==> config.mk <==
export PLATFORM = sky130hd
export DESIGN_NAME = regfile_immgen_flat
export DESIGN_NICKNAME = d
export VERILOG_FILES = /design/src/rtl/regfile_immgen_if.sv /design/src/rtl/regfile_immgen.sv /design/src/flat_wrapper.sv
export SDC_FILE = /design/constraint.sdc
export NUM_CORES = 2
export LEC_CHECK = 0
export CORE_UTILIZATION = 55
export DETAILED_ROUTE_END_ITERATION = 12
export PLACE_DENSITY = 0.73
export SYNTH_ARGS = -nofsm -noshare
export SYNTH_HDL_FRONTEND = slang
export SYNTH_SLANG_ARGS = --single-unit
==> constraint.sdc <==
create_clock -name clk -period 7.23 [get_ports clk]
set_input_delay 2.169 -clock clk [delete_from_list [all_inputs] [get_ports clk]]
set_output_delay 2.169 -clock clk [all_outputs]
set_load 0.01 [all_outputs]
==> src/rtl/regfile_immgen_if.sv <==
// Decode-stage bus between the fetch/control side and the register file plus immediate generator.
// The master drives indices, write data and the instruction; the slave returns operands and the immediate.
interface regfile_immgen_if;
  logic        reg_write_en;
  logic [4:0]  write_addr;
  logic [31:0] write_data;
  logic [4:0]  read_addr1;
  logic [4:0]  read_addr2;
  logic [31:0] read_data1;
  logic [31:0] read_data2;
  logic [31:0] instruction;
  logic [31:0] imm_extended;

  modport master (
    output reg_write_en, write_addr, write_data, read_addr1, read_addr2, instruction,
    input  read_data1, read_data2, imm_extended
  );

  modport slave (
    input  reg_write_en, write_addr, write_data, read_addr1, read_addr2, instruction,
    output read_data1, read_data2, imm_extended
  );
endinterface

==> src/rtl/regfile_immgen.sv <==
// RV32I decode datapath: 32x32 register file (2 async reads, 1 sync write, x0 = 0)
// and a combinational sign-extending immediate generator.
module regfile_immgen (
  input  logic             clk,
  input  logic             rst,
  regfile_immgen_if.slave  bus
);

  typedef enum logic [6:0] {
    OP_LOAD   = 7'b0000011,
    OP_IMM    = 7'b0010011,
    OP_AUIPC  = 7'b0010111,
    OP_STORE  = 7'b0100011,
    OP_LUI    = 7'b0110111,
    OP_BRANCH = 7'b1100011,
    OP_JALR   = 7'b1100111,
    OP_JAL    = 7'b1101111,
    OP_SYSTEM = 7'b1110011
  } opcode_e;

  logic [31:0] regs [32];
  logic [31:0] inst;
  logic [31:0] imm;

  // NOTE: state registers use non-blocking (<=) so every flop samples pre-edge values.
  // This array is cleared on reset because the architecture guarantees zeroed registers after rst.
  always_ff @(posedge clk) begin
    if (rst) begin
      for (int i = 0; i < 32; i++) regs[i] <= '0;
    end else if (bus.reg_write_en && (bus.write_addr != 5'd0)) begin
      regs[bus.write_addr] <= bus.write_data;
    end
  end

  // x0 is forced to zero on the read side so it holds even before the first reset.
  assign bus.read_data1 = (bus.read_addr1 == 5'd0) ? 32'h0 : regs[bus.read_addr1];
  assign bus.read_data2 = (bus.read_addr2 == 5'd0) ? 32'h0 : regs[bus.read_addr2];

  assign inst = bus.instruction;

  // NOTE: imm gets a default before the case so no path leaves it unassigned (no latch).
  always_comb begin
    imm = 32'h0;
    case (inst[6:0])
      OP_LOAD, OP_IMM, OP_JALR, OP_SYSTEM:
        imm = {{20{inst[31]}}, inst[31:20]};
      OP_STORE:
        imm = {{20{inst[31]}}, inst[31:25], inst[11:7]};
      OP_BRANCH:
        imm = {{19{inst[31]}}, inst[31], inst[7], inst[30:25], inst[11:8], 1'b0};
      OP_LUI, OP_AUIPC:
        imm = {inst[31:12], 12'h0};
      OP_JAL:
        imm = {{11{inst[31]}}, inst[31], inst[19:12], inst[20], inst[30:21], 1'b0};
      default:
        imm = 32'h0;
    endcase
  end

  assign bus.imm_extended = imm;

endmodule

==> src/flat_wrapper.sv <==
// flat-port wrapper written by rule: the top's interface ports become plain ports
module regfile_immgen_flat 
  (clk, rst, bus_reg_write_en, bus_write_addr, bus_write_data, bus_read_addr1, bus_read_addr2, bus_instruction, bus_read_data1, bus_read_data2, bus_imm_extended);
  regfile_immgen_if bus_i ();
  input  logic clk;
  input  logic rst;
  input wire logic [$bits(bus_i.reg_write_en)-1:0] bus_reg_write_en;
  input wire logic [$bits(bus_i.write_addr)-1:0] bus_write_addr;
  input wire logic [$bits(bus_i.write_data)-1:0] bus_write_data;
  input wire logic [$bits(bus_i.read_addr1)-1:0] bus_read_addr1;
  input wire logic [$bits(bus_i.read_addr2)-1:0] bus_read_addr2;
  input wire logic [$bits(bus_i.instruction)-1:0] bus_instruction;
  output wire logic [$bits(bus_i.read_data1)-1:0] bus_read_data1;
  output wire logic [$bits(bus_i.read_data2)-1:0] bus_read_data2;
  output wire logic [$bits(bus_i.imm_extended)-1:0] bus_imm_extended;
  assign bus_i.reg_write_en = bus_reg_write_en;
  assign bus_i.write_addr = bus_write_addr;
  assign bus_i.write_data = bus_write_data;
  assign bus_i.read_addr1 = bus_read_addr1;
  assign bus_i.read_addr2 = bus_read_addr2;
  assign bus_i.instruction = bus_instruction;
  assign bus_read_data1 = bus_i.read_data1;
  assign bus_read_data2 = bus_i.read_data2;
  assign bus_imm_extended = bus_i.imm_extended;
  regfile_immgen u_core (.clk(clk), .rst(rst), .bus(bus_i));
endmodule
==> impl_metrics.yaml <==
layout:
  largest_register_ff_count: 1024
  reg_top3: "u_core.regs x1024"
  top_register: "u_core.regs"
  final_cell_mix: "edfxtp_1 (1024), and2_1 (997), mux4_2 (443), buf_4 (199), clkdlybuf4s50_1 (168)"
  layout.nets: 3912
  area_delta_synth_final_pct: 13.4
  post-route-util_pct: 63.3
  fin_area_um2: 62700
  final_common_cell: "edfxtp_1"
  drive_gt1_share_pct: 25.4
grt:
  grt_use_total_pct: 34.4
  grt_pass1_wl_mm: 250
  antenna_found_initial: 12
  first_global_vias: 35678
  grt_max_degree: 62
  overflow: 0
route:
  routed_wl_mm: 175
  dr.pass1.iters: 8
  route.detailed.drc: 0
  via_per_inst: 6.86
  drtIter0Drc: 5556
  ant_nets: 0
  vias: 35744
  wl_per_cell_um: 33.6
clock_tree:
  cts_num_sinks: 1024
  cts_root_buffer: "clkbuf_16"
  htree_levels: 3
  postCtsResizedCells: 0
  clkTransAtPathRegs_ns: 0.06
  cts_tree: "done"
  numCtsBuffers: 106
  clk_path_buf_depth: 3
  ctsHoldBuffers: 0
  post_cts_buffers: 0
die:
  ios: 178
  fp.dieW_um: 319
  fp-row-count: 115
  fp.coreArea_um2: 99000
  dieArea_um2: 102000
  initial_utilization_pct: 55.8
  die_h_um: 319
sta:
  fin_crit_sh_pct: 100
  setup-violations-final: 1
  slew_headroom_pct: 13.5
  layout_min_cycle_time_ns: 7.25
  tns_ns: -0.0165
  final_hold_viol_count: 0
  slew_violations: 0
  fmax_mhz: 138
  setup_ws_ns: -0.0165
  tightest_slew_ns: 1.29
  rsz0062_at_grt: "false"
synthesis:
  synth-seq-cells: 1024
  synth-main-ff-cell: "edfxtp_1"
  syn_inst: 3685
  synth_edf_count: 1024
  postSynth.asyncResetShare_pct: 0
  yosys_warnings: 0
  synth_area_um2: 55300
  avgSynthCellArea_um2: 15.0
  ys_types: 54
  ys_seq_area_share_pct: 55.6
status:
  violations: "setup timing"
  status: "finished, violations left"
setup_path:
  worstSetupEndpointType: "primary output"
  crit_required_ns: 5.06
  critPathLaunchType: "input port"
  worstPathArrival_ns: 5.08
  crit_fanout: 11
  worstSetupPathType: "input port to primary output"
placed_design:
  port_buffers: 177
  gp_congestion: 0.946
  pre_cts_slack_ns: 0.0844
  place_hpwl_mm: 110
  dpl-instance-area_um2: 59000
power_and_ir_drop:
  vdd_drop_max_v: 0.000239
  powerDensity_nw_per_um2: 235
  design_power_total_w: 0.0147
  p_leak_nw: 21.7
hold_path:
  hold_class: "input port to flop"
run:
  drv_cap: 0
-- cells in the mapped netlist (2+ instances only) --
cell type / count / area share [%]
or4_4: 2 / 0.041
mux2_2: 64 / 1.3
nor2_2: 2 / 0.023
buf_4: 43 / 0.58
o21ai_1: 104 / 0.94
buf_6: 36 / 0.73
mux4_1: 4 / 0.19
or3b_2: 2 / 0.032
and2_1: 997 / 11
clkbuf_1: 247 / 1.7
nand2b_1: 3 / 0.034
nand3b_1: 4 / 0.054
buf_2: 71 / 0.64
nor2b_1: 73 / 0.83
a21o_1: 19 / 0.26
a21oi_1: 3 / 0.027
mux4_2: 443 / 18
o2111ai_1: 17 / 0.27
o21ai_0: 10 / 0.091
nand3_1: 5 / 0.045
a22oi_1: 65 / 0.88
o22ai_1: 2 / 0.023
mux2i_1: 128 / 2.3
a22o_1: 4 / 0.063
a311oi_1: 64 / 1.0
a221oi_1: 46 / 0.73
buf_8: 2 / 0.054
nand2_1: 40 / 0.27
o2bb2ai_1: 2 / 0.032
edfxtp_1: 1024 / 56
or2_2: 32 / 0.36
inv_1: 2 / 0.014
a32oi_1: 2 / 0.032
or2_1: 2 / 0.023
inv_2: 2 / 0.014
a211oi_1: 64 / 0.87
nor2_1: 38 / 0.26
-- stage by stage --
step	std cells	hold WS [ns]
detailed placement	5009	2.48
global placement	5009	2.48
global route	5208	1.79
CTS	5207	1.77
finish	5210	1.80
floorplan	3716	2.37
-- worst paths after layout --
path,startpoint,cells past startpoint,end
setup / recovery,bus_read_addr1[4],7,bus_read_data1[10]
hold / removal,rst,1,u_core.regs[0][26]
-- logic make-up (layout without fill, tap and decap cells) --
group                  after synthesis  count (layout)  share of synthesized area, %
buffers and inverters              405             609                          3.74
muxes                              640             640                          21.9
DFF                               1024            1024                          55.6
AOI/OAI and AO/OA                  406             406                          5.31
other                                1              35                       0.00678
and+or+nand+nor                   1209            1209                          13.4
-- critical path, cell delays in order --
cell and delay, ns:
clkdlybuf4s50_1 0.74, or2_1 0.25, buf_4 0.22, buf_4 0.27, a211oi_1 0.15, a311oi_1 0.60
clkdlybuf4s50_1 0.67
-- cell type report --
| cell class | instances | area, um2 |
|---|---|---|
| clock inverter | 65 | 769 |
| inverter | 4 | 17.5 |
| multi-input combinational | 2287 | 22700 |
| timing repair buffer | 407 | 3910 |
| tap | 1287 | 1610 |
| clock buffer | 133 | 2860 |
| sequential | 1024 | 30700 |
| antenna | 3 | 7.51 |
| fill | 7094 | 36300 |
-- where the power goes --
part | total [W] | switching [W] | leakage [nW] | internal [W]
clock network | 0.00580 | 0.00236 | 1.77 | 0.00343
registers | 0.00703 | 0.000169 | 9.75 | 0.00686
logic | 0.00189 | 0.00105 | 10.2 | 0.000846
-- metal layers --
layer,up-vias,GRT usage (%),part of all wire [%]
met5,-,0,0.067
met1,18118,43.9,35
met3,510,8.81,12
li1,14503,-,-
met2,2595,53.9,47
met4,18,19.7,6.3
No activity file was read; power rests on OpenSTA's default activity.
